<file path="src/rtl/fir_pkg.sv">
// Shared constants and types for the 27-tap FIR coefficient path.
// HALF is derived from NTAP and is the number of taps loaded in symmetric mode.
package fir_pkg;
  localparam int NTAP  = 27;
  localparam int CW    = 9;
  localparam int HALF  = (NTAP + 1) / 2;
  localparam int CNT_W = 5;

  typedef logic signed [CW-1:0] coef_t;

  typedef enum logic [1:0] {
    ST_IDLE,
    ST_LOAD,
    ST_COMMIT
  } ld_state_e;
endpackage

</file>
<file path="src/rtl/fir_coef_bank.sv">
// Shadow/active coefficient register banks.
// A commit copies the whole shadow into active in one edge, optionally mirrored.
module fir_coef_bank
  import fir_pkg::*;
(
  input  logic                 clk,
  input  logic                 rst_n,
  input  logic                 we,
  input  logic [CNT_W-1:0]     widx,
  input  coef_t                wdata,
  input  logic                 commit,
  input  logic                 sym,
  output logic [NTAP*CW-1:0]   h_bus
);

  coef_t shadow [NTAP];
  coef_t active [NTAP];

  always_ff @(posedge clk or negedge rst_n) begin
    if (!rst_n) begin
      for (int k = 0; k < NTAP; k++) begin
        shadow[k] <= '0;
        active[k] <= '0;
      end
    end else begin
      for (int k = 0; k < NTAP; k++) begin
        if (we && widx == CNT_W'(k)) shadow[k] <= wdata;
        // Upper taps take the mirror of the lower half; centre tap maps to itself.
        if (commit) active[k] <= (sym && k >= HALF) ? shadow[NTAP-1-k] : shadow[k];
      end
    end
  end

  for (genvar k = 0; k < NTAP; k++) begin : g_tap
    assign h_bus[k*CW +: CW] = active[k];
  end

endmodule

</file>
<file path="src/rtl/fir_coef_loader.sv">
// Serial coefficient loader: valid/ready stream into a shadow bank, atomic commit to
// the active bank that drives the FIR taps.
module fir_coef_loader
  import fir_pkg::*;
(
  input  logic                 clk,
  input  logic                 rst_n,
  input  logic                 clr,
  input  logic                 load_start,
  input  logic                 sym,
  input  coef_t                coef_in,
  input  logic                 coef_valid,
  output logic                 coef_ready,
  output logic                 busy,
  output logic                 done,
  output logic [CNT_W-1:0]     load_cnt,
  output logic [NTAP*CW-1:0]   h_bus
);

  ld_state_e        state;
  logic             sym_q;
  logic [CNT_W-1:0] n_last;
  logic             we;
  logic             commit;

  assign n_last     = sym_q ? CNT_W'(HALF - 1) : CNT_W'(NTAP - 1);
  assign coef_ready = (state == ST_LOAD);
  assign busy       = (state != ST_IDLE);
  // A restart or clear in the same cycle swallows the beat.
  assign we         = coef_ready & coef_valid & ~load_start & ~clr;
  assign commit     = (state == ST_COMMIT) & ~clr;

  always_ff @(posedge clk or negedge rst_n) begin
    if (!rst_n) begin
      state    <= ST_IDLE;
      sym_q    <= 1'b0;
      load_cnt <= '0;
      done     <= 1'b0;
    end else begin
      done <= 1'b0;
      if (clr) begin
        state    <= ST_IDLE;
        load_cnt <= '0;
      end else begin
        unique case (state)
          ST_IDLE: if (load_start) begin
            sym_q    <= sym;
            load_cnt <= '0;
            state    <= ST_LOAD;
          end
          ST_LOAD: begin
            if (load_start) begin
              sym_q    <= sym;
              load_cnt <= '0;
            end else if (coef_valid) begin
              load_cnt <= load_cnt + 1'b1;
              if (load_cnt == n_last) state <= ST_COMMIT;
            end
          end
          ST_COMMIT: begin
            done  <= 1'b1;
            state <= ST_IDLE;
          end
          default: state <= ST_IDLE;
        endcase
      end
    end
  end

  fir_coef_bank u_bank (
    .clk    (clk),
    .rst_n  (rst_n),
    .we     (we),
    .widx   (load_cnt),
    .wdata  (coef_in),
    .commit (commit),
    .sym    (sym_q),
    .h_bus  (h_bus)
  );

endmodule

</file>
<file path="config.mk">
export PLATFORM = sky130hd
export DESIGN_NAME = fir_coef_loader
export DESIGN_NICKNAME = d
export VERILOG_FILES = /design/src/rtl/fir_pkg.sv /design/src/rtl/fir_coef_bank.sv /design/src/rtl/fir_coef_loader.sv
export SDC_FILE = /design/constraint.sdc
export NUM_CORES = 1
export LEC_CHECK = 0
export ABC_CLOCK_PERIOD_IN_PS = 2050
export CELL_PAD_IN_SITES_DETAIL_PLACEMENT = 1
export CELL_PAD_IN_SITES_GLOBAL_PLACEMENT = 1
export CORE_MARGIN = 1
export CORE_UTILIZATION = 47
export DETAILED_ROUTE_END_ITERATION = 7
export DONT_BUFFER_PORTS = 1
export PLACE_DENSITY = 0.72
export SETUP_SLACK_MARGIN = 0.15
export SLEW_MARGIN = 20
export SYNTH_ARGS = -nofsm -noshare
export SYNTH_HDL_FRONTEND = slang
export SYNTH_SLANG_ARGS = --single-unit
</file>
<file path="constraint.sdc">
create_clock -name clk -period 2.05 [get_ports clk]
set_clock_uncertainty 0.2 [all_clocks]
set_input_delay 0.205 -clock clk [delete_from_list [all_inputs] [get_ports clk]]
set_output_delay 0.205 -clock clk [all_outputs]
set_load 0.1 [all_outputs]
</file>
-- Yosys cells after proc, flatten, opt, wreduce, memory -nomap -nowiden
Cells that the tools add are included.
- register bits: 495
- bits of input ports: 15
- output and inout bits: 251
- word-level logic and storage cells: 161
- add/sub/neg operators: 1
- eq/ne operators: 34
- multiplexer cells: 27
- bitwise gates (word level): 6
- reduce and logical (&&, ||, !) cells: 35
- operator list (operator ; count):
    two-way mux 9 bit ; 13
    equality test 5 bit (second input constant) ; 11
    equality test 5 x 4 -> 1 bit (second input constant) ; 8
    logical AND 1 bit ; 27
    two-way mux 5 bit ; 5
    equality test 5 x 3 -> 1 bit (second input constant) ; 4
    equality test 5 x 2 -> 1 bit (second input constant) ; 2
    two-way mux 2 bit ; 5
    one-hot mux 5 bit (2 select lines) ; 1
    != test 3 bit (second input constant) ; 3
    AND reduction 3 bit ; 2
    adder 5 x 1 -> 5 bit (second input constant) ; 1
    equality test 5 x 1 -> 1 bit (second input constant) ; 1
    equality test 5 bit ; 1
    zero test 5 bit ; 1
    AND 1 bit ; 4
    != test 4 bit (second input constant) ; 1
    one-hot mux 2 bit (2 select lines) ; 1
    AND reduction 4 bit ; 1
    != test 3 x 2 -> 1 bit (second input constant) ; 1
    nonzero test 3 bit ; 1
    equality test 2 x 1 -> 1 bit (second input constant) ; 1
    equality test 2 bit (second input constant) ; 1
    zero test 2 bit ; 1
    4 further kinds ; 6

-- Longest topological paths before layout
Gate-level depths: netlist of the first run.
- depth in word-level cells: 7
- gate-level depth with buffers: 7
- depth with buffers taken out: 5

-- By module
From an unflattened synthesis of the first run, not the netlist that was laid out.
- cell total of the unflattened synthesis: 1382
- area total of the unflattened synthesis: 19693.9 µm²
- modules (own cells, without submodules) (module ; times used ; cells each ; area an instance (µm²) ; seq. area each (µm²)):
    fir_coef_bank ; 1 ; 1328 ; 19177.1 ; 12161.7
    fir_coef_loader ; 1 ; 54 ; 516.7 ; 225.2

-- Least setup slack after synthesis of the first run
No wires, ideal clock.
- path kind: register -> register
- start: register load_cnt[4]
- end: register u_bank.shadow[90] in the netlist's numbering
- library setup time: 125 ps
- arrival: 2496 ps
- data required time: 1725 ps
- setup slack: -771 ps
- stages on the path, launching flop included: 6
- path buffers: 2
- period minus slack after synthesis: 2821 ps
- cells stage by stage: dfrtp_1 buf_2 or4b_1 buf_2 nor3_4 mux2_2
- cells in the longest elaborated chain, start to end: 2
- RTL lines (what ; RTL line ; RTL):
    start, declared ; fir_coef_loader.sv:16 ; output logic [CNT_W-1:0] load_cnt,
    start signal, assigned ; fir_coef_loader.sv:56 ; load_cnt <= load_cnt + 1'b1;
    equality test 5 bit ; fir_coef_bank.sv:27 ; if (we && widx == CNT_W'(k)) shadow[k] <= wdata;
    logical AND 1 bit ; fir_coef_bank.sv:27 ;
    end signal, assigned by index ; fir_coef_bank.sv:27 ;
    end, declared ; fir_coef_bank.sv:16 ; coef_t shadow [NTAP];
No other way between the ends.
A chain may end at the register's enable or synchronous reset.

-- Worst setup path in the final report of the first run
- start: register state[0]
- end: register u_bank.shadow[88] in the netlist's numbering
- cells in the longest elaborated chain, start to end: 5
- RTL lines (what ; RTL line ; RTL):
    start, declared ; fir_coef_loader.sv:20 ; ld_state_e state;
    start signal, assigned ; fir_coef_loader.sv:35 ; state <= ST_IDLE;
    start signal, assigned ; fir_coef_loader.sv:42 ; state <= ST_IDLE;
    start signal, assigned ; fir_coef_loader.sv:49 ; state <= ST_LOAD;
    equality test 2 x 1 -> 1 bit ; fir_coef_loader.sv:27 ; assign coef_ready = (state == ST_LOAD);
    AND 1 bit (3 in a row) ; fir_coef_loader.sv:30 ; assign we = coef_ready & coef_valid & ~load_start & ~clr;
    logical AND 1 bit ; fir_coef_bank.sv:27 ;
No other way between the ends.

==> impl_metrics.env, run 1 <==
export IMPL_syn2layout_area_growth_pct=51.89
export IMPL_gp_congestion=0.7891
export IMPL_final_net_count=1868
export IMPL_ys_types=38
export IMPL_r2r_cells=7
export IMPL_synth_edf_count=0
export IMPL_htree_levels=2
export IMPL_whs_ns=-0.8884
export IMPL_gr_usage_all_layers_pct=29.34
export IMPL_syn_area_um2=19840
export IMPL_synth_commonest_cells="dfrtp_1 (495), mux2_2 (368), nor2_1 (120)"
export IMPL_synth_top_area_share_pct=62.44
export IMPL_grt_max_degree=496
export IMPL_die_area_um2=43030
export IMPL_drv_cap=0
export IMPL_crit_buf_inv=4
export IMPL_power_density_nw_per_um2=696.3
export IMPL_finalHoldViolations=496
export IMPL_avgViaCountPerCell=6.036
export IMPL_synthFlopType="dfrtp_1"
export IMPL_fmax_mhz=440.7
export IMPL_pin_count=266
export IMPL_cp_top_family="buffers and inverters"
export IMPL_ant_nets=0
export IMPL_setup_slack_ns=-0.2193
export IMPL_start_util_pct=48.15
export IMPL_p_leak_nw=14.73
export IMPL_drtIter0Drc=1181
export IMPL_io_buffers=0
export IMPL_grt_ovfl_total=0
export IMPL_grt_pass1_vias=14650
export IMPL_multi_input_area_um2=9418
export IMPL_min_path_type="in2async"
export IMPL_crit_chain="buf_4, nand4bb_4, buf_12, buf_12, nor3_4, buf_12, mux2_2"
export IMPL_worstMarginPinSlew_ns=1.162
export IMPL_drtPass1Iterations=5
export IMPL_critPathKind="reg2reg"
export IMPL_async_flop_share_pct=100.0
export IMPL_r2r_setup_slack_ns=-0.22
export IMPL_yosysMostFrequentCell="dfrtp_1"
export IMPL_cp_max_fo=9
export IMPL_die_y_um=207.4
export IMPL_ir_drop_mv=0.7720
export IMPL_synth_area_per_cell_um2=14.32
export IMPL_worstReg2RegStart="state[0]$_DFFE_PN0P_"
export IMPL_period_needed_ns=2.269
export IMPL_slew_headroom_pct=22.57
export IMPL_yosys_register_bits=495
export IMPL_start_kind="flop"
export IMPL_synthCells=1385
export IMPL_routedWlPerCell_um=34.64
export IMPL_critical_path_arrival_ns=2.56
export IMPL_end_kind="flop"
export IMPL_pre_cts_ws_ns=-0.1331
export IMPL_r2r_end="u_bank.shadow[88]$_DFFE_PN0P_"
export IMPL_critical_path_required_ns=2.34
export IMPL_fin_crit_sh_pct=110.7
export IMPL_vias=14600
export IMPL_yosysWarnings=0
export IMPL_clk_pin_slew_ns=0.08
export IMPL_worst_path_most_repeated_cell="buf_12"
export IMPL_finalSetupViolCount=408
export IMPL_failed_checks="hold timing, setup timing"
export IMPL_numCtsBuffers=52
export IMPL_cts_hold_buf=22
export IMPL_tritoncts="yes"
export IMPL_synth_nets=1405
export IMPL_drive_gt1_share_pct=62.43
export IMPL_placementRows=74
export IMPL_root_buffer="clkbuf_16"
export IMPL_slew_violations=0
export IMPL_yosys_area_top_type="dfrtp_1"
export IMPL_rsz0062_at_grt="yes"
export IMPL_antenna_found_initial=0
export IMPL_synth_seq_area_share_pct=62.44
export IMPL_cts_sinks=495
export IMPL_critPathMaxStageDelay_ns=0.40
export IMPL_grt_pass1_wl_mm=96.08
export IMPL_critPathLaunch="state[0]$_DFFE_PN0P_"
export IMPL_clock_latency_ns=0.60
export IMPL_post_dp_hpwl_mm=32.59
export IMPL_finalSetupTns_ns=-36.47
export IMPL_drcViolationCount=0
export IMPL_cts_buffer_depth=3
export IMPL_antennaDiodeCount=0
export IMPL_fillerInstances=3404
export IMPL_status="finished with violations"
export IMPL_crit_cells=7
export IMPL_wl_mm=83.78
export IMPL_ys_top_cells_by_area="dfrtp_1 (62%), mux2_2 (21%), mux2i_1 (6.0%)"
export IMPL_core_area_um2=41200
export IMPL_layout_area_seq_um2=12410
export IMPL_die_w_um=207.4
export IMPL_critPathSlowestCell="dfrtp_1"
where the power goes:
group | leakage, nW | internal, mW | switching, mW
registers | 6.89 | 9.83 | 0.102
clock network | 0.876 | 5.82 | 4.36
logic | 6.97 | 0.364 | 0.503
per-stage QoR:
| step | instance area [um2] | std cells | util [%] | power (mW) |
|---|---|---|---|---|
| after floorplan | 20340 | 1385 | - | 10.48 |
| after global placement | 23450 | 2152 | 56.91 | 10.59 |
| after detailed placement | 23450 | 2152 | 56.91 | 10.61 |
| after CTS | 26990 | 2328 | 65.51 | 20.57 |
| after global routing | 30130 | 2419 | 73.13 | 21.36 |
| final | 30130 | 2419 | 73.13 | 20.98 |
cell type report:
cell class / count / area share (%)
multi-input cells: 803 / 31.26
flip-flops and latches: 495 / 41.18
well taps: 532 / 2.209
inverters: 9 / 0.1412
clock inverters: 16 / 0.6353
clock buffers: 77 / 5.232
repair buffers: 487 / 19.34
timing repair:
item,CTS,global route
cloned,24,41
setup endpoints to repair,391,495
buffers inserted,37,50
pin swaps,11,20
hold endpoints to repair,747,499
gates resized for setup,126,483
worst max-delay path by stage:
stage / to
after global placement: u_bank.shadow[19]$_DFFE_PN0P_
final: u_bank.shadow[88]$_DFFE_PN0P_
after CTS: u_bank.shadow[119]$_DFFE_PN0P_
after global routing: u_bank.shadow[88]$_DFFE_PN0P_
after detailed placement: u_bank.shadow[162]$_DFFE_PN0P_
after floorplan: u_bank.shadow[90]$_DFFE_PN0P_
registers in the layout, summed over array words and instances, names as in the netlist:
signal and count:
sym_q 1, done 1, u_bank.h_bus 243, u_bank.shadow 243, state 2, load_cnt 5
worst reg2reg max path: cells and delay by family, from the launching register on:
kind | cells | cell delay (ns)
mux | 1 | 0.36
buf+inv | 4 | 0.75
simple gates | 2 | 0.45
flops | 1 | 0.40
cell families after synthesis:
| group | share of synthesized area, % |
|---|---|
| flip-flops | 62.44 |
| multiplexers | 27.06 |
| AND/OR/NAND/NOR | 4.995 |
| AO/OA/AOI/OAI | 3.229 |
| buffers and inverters | 1.955 |
| adder cells (fa/ha/maj) | 0.3154 |
cell usage in the layout (no fill, tap or decap), types with 3 or more instances in the layout:
cell type	synthesis	routed
a21oi_1	117	27
a21oi_2	0	80
a21oi_4	0	10
buf_12	0	61
buf_16	0	27
buf_4	1	294
buf_6	1	42
buf_8	0	18
bufinv_16	0	4
clkbuf_1	46	8
clkbuf_16	0	84
clkbuf_8	0	16
clkinv_2	0	9
clkinvlp_4	0	3
dfrtp_1	495	489
dfrtp_4	0	6
dlygate4sd3_1	0	12
ha_4	0	3
inv_1	8	5
mux2_2	368	123
mux2_4	0	246
mux2i_1	119	118
nand3_1	15	6
nand3_2	0	3
nand3_4	0	10
nand3b_1	3	3
nor2_1	120	22
nor2_2	0	12
nor2_4	0	86
nor3_4	13	16
o21ai_0	3	3
metal layers:
metal / track usage [%] / wire (um) / share of wire (%)
met2: 50.34 / 43370 / 52
met1: 38.36 / 32860 / 39
met3: 4.720 / 4147 / 4.9
met5: 0 / 0 / 0
met4: 8.827 / 3404 / 4.1
No activity file was read; power rests on OpenSTA's default activity.
==> run 2, diff against run 1 <==
--- a/config.mk
+++ b/config.mk
@@ -12,7 +12,7 @@
 export CORE_UTILIZATION = 47
 export DETAILED_ROUTE_END_ITERATION = 7
 export DONT_BUFFER_PORTS = 1
-export PLACE_DENSITY = 0.72
+export PLACE_DENSITY_LB_ADDON = 0.1
 export SETUP_SLACK_MARGIN = 0.15
 export SLEW_MARGIN = 20
 export SYNTH_ARGS = -nofsm -noshare
==> impl_metrics.env, run 2 (synthesis gave the netlist of run 1 again) <==
export IMPL_ant_nets=0
export IMPL_avgViaCountPerCell=5.799
export IMPL_fmax_mhz=460.1
export IMPL_cts_sinks=495
export IMPL_crit_chain="or4b_4, buf_6, nor3_4, buf_12, mux2_1"
export IMPL_gr_usage_all_layers_pct=30.51
export IMPL_worstMarginPinSlew_ns=1.351
export IMPL_drtIter0Drc=986
export IMPL_finalSetupViolCount=218
export IMPL_failed_checks="hold timing, setup timing"
export IMPL_final_cell_mix="dfrtp_1 (489), buf_4 (280), mux2_4 (223)"
export IMPL_p_leak_nw=14.34
export IMPL_htree_levels=2
export IMPL_pre_cts_ws_ns=-0.1180
export IMPL_antenna_found_initial=0
export IMPL_fin_crit_sh_pct=106.0
export IMPL_whs_ns=-0.8850
export IMPL_critical_path_required_ns=2.32
export IMPL_gp_congestion=0.7901
export IMPL_tritoncts="yes"
export IMPL_start_util_pct=48.15
export IMPL_post_dp_hpwl_mm=32.13
export IMPL_final_net_count=1836
export IMPL_core_area_um2=41200
export IMPL_critical_path_arrival_ns=2.44
export IMPL_finalHoldViolations=519
export IMPL_fin_util_pct=70.48
export IMPL_cts_buffer_depth=3
export IMPL_critPathSlowestCell="or4b_4"
export IMPL_grt_max_degree=496
export IMPL_r2r_cells=5
export IMPL_antennaDiodeCount=0
export IMPL_grt_pass1_vias=15100
export IMPL_drv_cap=0
export IMPL_die_w_um=207.4
export IMPL_slew_headroom_pct=9.905
export IMPL_r2r_setup_slack_ns=-0.12
export IMPL_vias=13840
export IMPL_fillerInstances=3568
export IMPL_finalPower_mw=20.64
export IMPL_cp_max_fo=9
export IMPL_worstReg2RegStart="load_cnt[3]$_DFFE_PN0P_"
export IMPL_pin_count=266
export IMPL_clock_latency_ns=0.60
export IMPL_r2r_end="u_bank.shadow[93]$_DFFE_PN0P_"
export IMPL_numCtsBuffers=52
export IMPL_critPathKind="reg2reg"
export IMPL_grt_pass1_wl_mm=98.95
export IMPL_die_y_um=207.4
export IMPL_final_common_cell="dfrtp_1"
export IMPL_syn2layout_area_growth_pct=46.38
export IMPL_wl_mm=72.24
export IMPL_period_needed_ns=2.174
export IMPL_rsz0062_at_grt="yes"
export IMPL_routedWlPerCell_um=30.26
export IMPL_clk_pin_slew_ns=0.06
export IMPL_start_kind="flop"
export IMPL_grt_ovfl_total=0
export IMPL_end_kind="flop"
export IMPL_root_buffer="clkbuf_16"
export IMPL_drcViolationCount=0
export IMPL_die_area_um2=43030
export IMPL_drive_gt1_share_pct=56.33
export IMPL_min_path_type="in2async"
export IMPL_critPathMaxStageDelay_ns=0.52
export IMPL_io_buffers=0
export IMPL_ir_drop_mv=0.7277
export IMPL_slew_violations=0
export IMPL_drtPass1Iterations=5
export IMPL_power_density_nw_per_um2=710.8
export IMPL_setup_slack_ns=-0.1236
export IMPL_status="finished with violations"
export IMPL_placementRows=74
## run 2: changes by cell type in the layout (fill, tap and decap cells not counted), sizes merged
cell and change:
clkinvlp -3, buf -17, or3 -1, bufbuf +1, clkinv -4, dlygate4sd3 +4, clkbuf -14, inv +2
## run 2: stage by stage
step	setup TNS [ns]	hold slack, ns	instance area, um2	cells
floorplan	-54.97	-0.2906	20340	1385
global placement	-14.05	-0.2802	23390	2149
detailed placement	-19.07	-0.2791	23390	2149
CTS	-4.948	-0.9070	27740	2356
global route	-22.83	-0.8897	29040	2387
finish	-11.60	-0.8850	29040	2387
## run 2: worst max-delay path: cells and delay by family (launching register included)
family	cells	cell delay [ns]
flip-flops	1	0.49
buffers and inverters	2	0.33
multiplexers	1	0.34
AND/OR/NAND/NOR	2	0.68
## run 2: cell type report
class	instances	area [um2]	share of cell area (%)
inverters	9	36.28	0.1250
clock buffers	82	1595	5.494
repair buffers	456	5409	18.63
flip-flops and latches	495	12410	42.74
clock inverters	11	166.4	0.5731
well taps	532	665.6	2.292
multi-input cells	802	8756	30.15
## run 2: power breakdown
group          internal [mW]  total [mW]  switching, mW
combinational          0.336       0.792          0.456
sequential              9.84        9.91         0.0786
clock                   5.82        9.93           4.11
total                   16.0        20.6           4.65
## run 2: what timing repair did
| item | 4_1_cts | 5_1_grt |
|---|---|---|
| pin swaps | 13 | 8 |
| buffers inserted | 56 | 16 |
| endpoints found under the hold margin | 746 | 528 |
| resized for setup | 223 | 216 |
| hold buffers | 24 | 2 |
| endpoints found under the setup margin | 493 | 476 |
| gates cloned | 34 | 13 |
## run 2: worst max-delay path by stage
stage / end / from / depth (start not counted)
5_1_grt: u_bank.shadow[93]$_DFFE_PN0P_ / load_cnt[3]$_DFFE_PN0P_ / 5
2_1_floorplan: u_bank.shadow[90]$_DFFE_PN0P_ / load_cnt[3]$_DFFE_PN0P_ / 5
3_5_place_dp: u_bank.h_bus[37]$_DFFE_PN0P_ / state[0]$_DFFE_PN0P_ / 5
4_1_cts: u_bank.shadow[153]$_DFFE_PN0P_ / state[1]$_DFFE_PN0P_ / 5
3_3_place_gp: u_bank.h_bus[97]$_DFFE_PN0P_ / state[0]$_DFFE_PN0P_ / 5
6_report: u_bank.shadow[93]$_DFFE_PN0P_ / load_cnt[3]$_DFFE_PN0P_ / 5
## run 2: per-layer routing
metal  vias up  track usage [%]  part of all wire, %
met5         -                0                    0
met4         0            10.22                  3.2
met3       132            5.870                  4.6
met2       401            51.85                   51
met1      7551            39.25                   41
li1       5759                -                    -
==> run 3, diff against run 2 <==
--- a/config.mk
+++ b/config.mk
@@ -18,3 +18,4 @@
 export SYNTH_ARGS = -nofsm -noshare
 export SYNTH_HDL_FRONTEND = slang
 export SYNTH_SLANG_ARGS = --single-unit
+export TNS_END_PERCENT = 30
==> impl_metrics.env, run 3 (synthesis gave the netlist of run 1 again) <==
export IMPL_worst_path_most_repeated_cell="buf_12"
export IMPL_placementRows=74
export IMPL_cts_buffer_depth=3
export IMPL_grt_pass1_wl_mm=86.69
export IMPL_critical_path_arrival_ns=2.51
export IMPL_cts_hold_buf=24
export IMPL_worstMarginPinSlew_ns=1.273
export IMPL_slew_violations=0
export IMPL_final_common_cell="dfrtp_1"
export IMPL_drtIter0Drc=955
export IMPL_die_y_um=207.4
export IMPL_die_w_um=207.4
export IMPL_worstReg2RegStart="load_cnt[3]$_DFFE_PN0P_"
export IMPL_whs_ns=-0.8773
export IMPL_critPathLaunch="load_cnt[3]$_DFFE_PN0P_"
export IMPL_gr_usage_all_layers_pct=26.08
export IMPL_pin_count=266
export IMPL_final_cell_mix="dfrtp_1 (489), buf_4 (278), mux2_4 (233)"
export IMPL_ir_drop_mv=0.7259
export IMPL_start_kind="flop"
export IMPL_end_kind="flop"
export IMPL_critical_path_required_ns=2.32
export IMPL_placed_cell_area_um2=23170
export IMPL_fin_util_pct=66.52
export IMPL_post_dp_hpwl_mm=32.23
export IMPL_routedWlPerCell_um=26.13
export IMPL_clock_latency_ns=0.59
export IMPL_critPathSlowestCell="or4b_4"
export IMPL_p_leak_nw=13.75
export IMPL_root_buffer="clkbuf_16"
export IMPL_failed_checks="hold timing, setup timing"
export IMPL_finalSetupViolCount=342
export IMPL_grt_pass1_vias=14150
export IMPL_layout_area_seq_um2=12410
export IMPL_drv_cap=0
export IMPL_syn2layout_area_growth_pct=38.16
export IMPL_htree_levels=2
export IMPL_cp_max_fo=5
export IMPL_rsz0062_at_grt="yes"
export IMPL_grt_max_degree=496
export IMPL_tritoncts="yes"
export IMPL_avgViaCountPerCell=5.589
export IMPL_r2r_end="u_bank.shadow[64]$_DFFE_PN0P_"
export IMPL_numCtsBuffers=52
export IMPL_pre_cts_ws_ns=-0.1191
export IMPL_io_buffers=0
export IMPL_setup_slack_ns=-0.1921
export IMPL_critPathMaxStageDelay_ns=0.54
export IMPL_grt_ovfl_total=0
export IMPL_finalHoldViolations=563
export IMPL_period_needed_ns=2.242
export IMPL_design_area_um2=27410
export IMPL_multi_input_area_um2=8354
export IMPL_ant_nets=0
export IMPL_min_path_type="in2async"
export IMPL_critPathKind="reg2reg"
export IMPL_start_util_pct=48.15
export IMPL_antenna_found_initial=1
export IMPL_final_net_count=1782
export IMPL_fin_crit_sh_pct=109.4
export IMPL_r2r_setup_slack_ns=-0.19
export IMPL_cts_sinks=495
export IMPL_r2r_cells=6
export IMPL_fillerInstances=3733
export IMPL_clk_pin_slew_ns=0.06
export IMPL_status="finished with violations"
export IMPL_crit_chain="or4b_4, buf_6, nor3_4, buf_12, buf_12, mux2_2"
export IMPL_die_area_um2=43030
export IMPL_final_cells=2334
export IMPL_drtPass1Iterations=5
export IMPL_dp_cells=2165
export IMPL_vias=13050
export IMPL_drcViolationCount=0
export IMPL_drive_gt1_share_pct=52.33
export IMPL_fmax_mhz=446.0
export IMPL_gp_congestion=0.7656
export IMPL_core_area_um2=41200
export IMPL_power_density_nw_per_um2=731.8
export IMPL_wl_mm=60.98
export IMPL_slew_headroom_pct=15.10
run 3: area by class of cell:
type,instances,share of cell area (%)
multi-input combinational,798,30.48
timing repair buffer,406,15.53
clock inverter,13,0.4200
clock buffer,79,5.706
inverter,9,0.1415
tap,532,2.429
sequential,495,45.28
antenna,2,0.01826
run 3: through the flow:
step / hold WS (ns) / TNS [ns] / power [mW]
floorplan: -0.2906 / -48.88 / 10.47
global placement: -0.2796 / -8.133 / 10.55
detailed placement: -0.2801 / -12.43 / 10.56
CTS: -0.9141 / -9.224 / 20.14
global route: -0.9070 / -48.29 / 20.58
finish: -0.8773 / -24.12 / 20.06
run 3: timing repair:
item / in CTS / in global routing
hold endpoints to repair: 786 / 573
gates cloned: 4 / 18
pin swaps: 8 / 12
setup endpoints to repair: 373 / 473
resized for setup: 188 / 190
setup buffers: 13 / 16
run 3: worst max-delay path by stage:
stage          depth (start not counted)  slack, ns                            end
3_3_place_gp                           5      -0.09  u_bank.shadow[70]$_DFFE_PN0P_
3_5_place_dp                           5      -0.12  u_bank.shadow[70]$_DFFE_PN0P_
4_1_cts                                6      -0.17  u_bank.shadow[66]$_DFFE_PN0P_
2_1_floorplan                          5      -0.39  u_bank.shadow[90]$_DFFE_PN0P_
5_1_grt                                8      -0.23   u_bank.h_bus[93]$_DFFE_PN0P_
6_report                               6      -0.19  u_bank.shadow[64]$_DFFE_PN0P_
run 3: worst max-delay path: cells and delay by family, from the launching register on:
family,cells,cell delay (ns)
flip-flops,1,0.49
multiplexers,1,0.33
AND/OR/NAND/NOR,2,0.69
buffers and inverters,3,0.42
run 3: metal layers:
metal | track usage, % | routed length [um] | vias up
li1 | - | - | 5648
met1 | 34.73 | 26480 | 7018
met3 | 6.309 | 3056 | 77
met4 | 5.893 | 1084 | 0
met2 | 43.30 | 30360 | 302
met5 | 0 | 0 | -
run 3: where the power goes:
group          internal (mW)  switching (mW)  leakage [nW]
clock network           5.48            3.95         0.839
registers               9.84          0.0776          6.89
logic                  0.310           0.411          6.02
total                   15.6            4.43          13.7
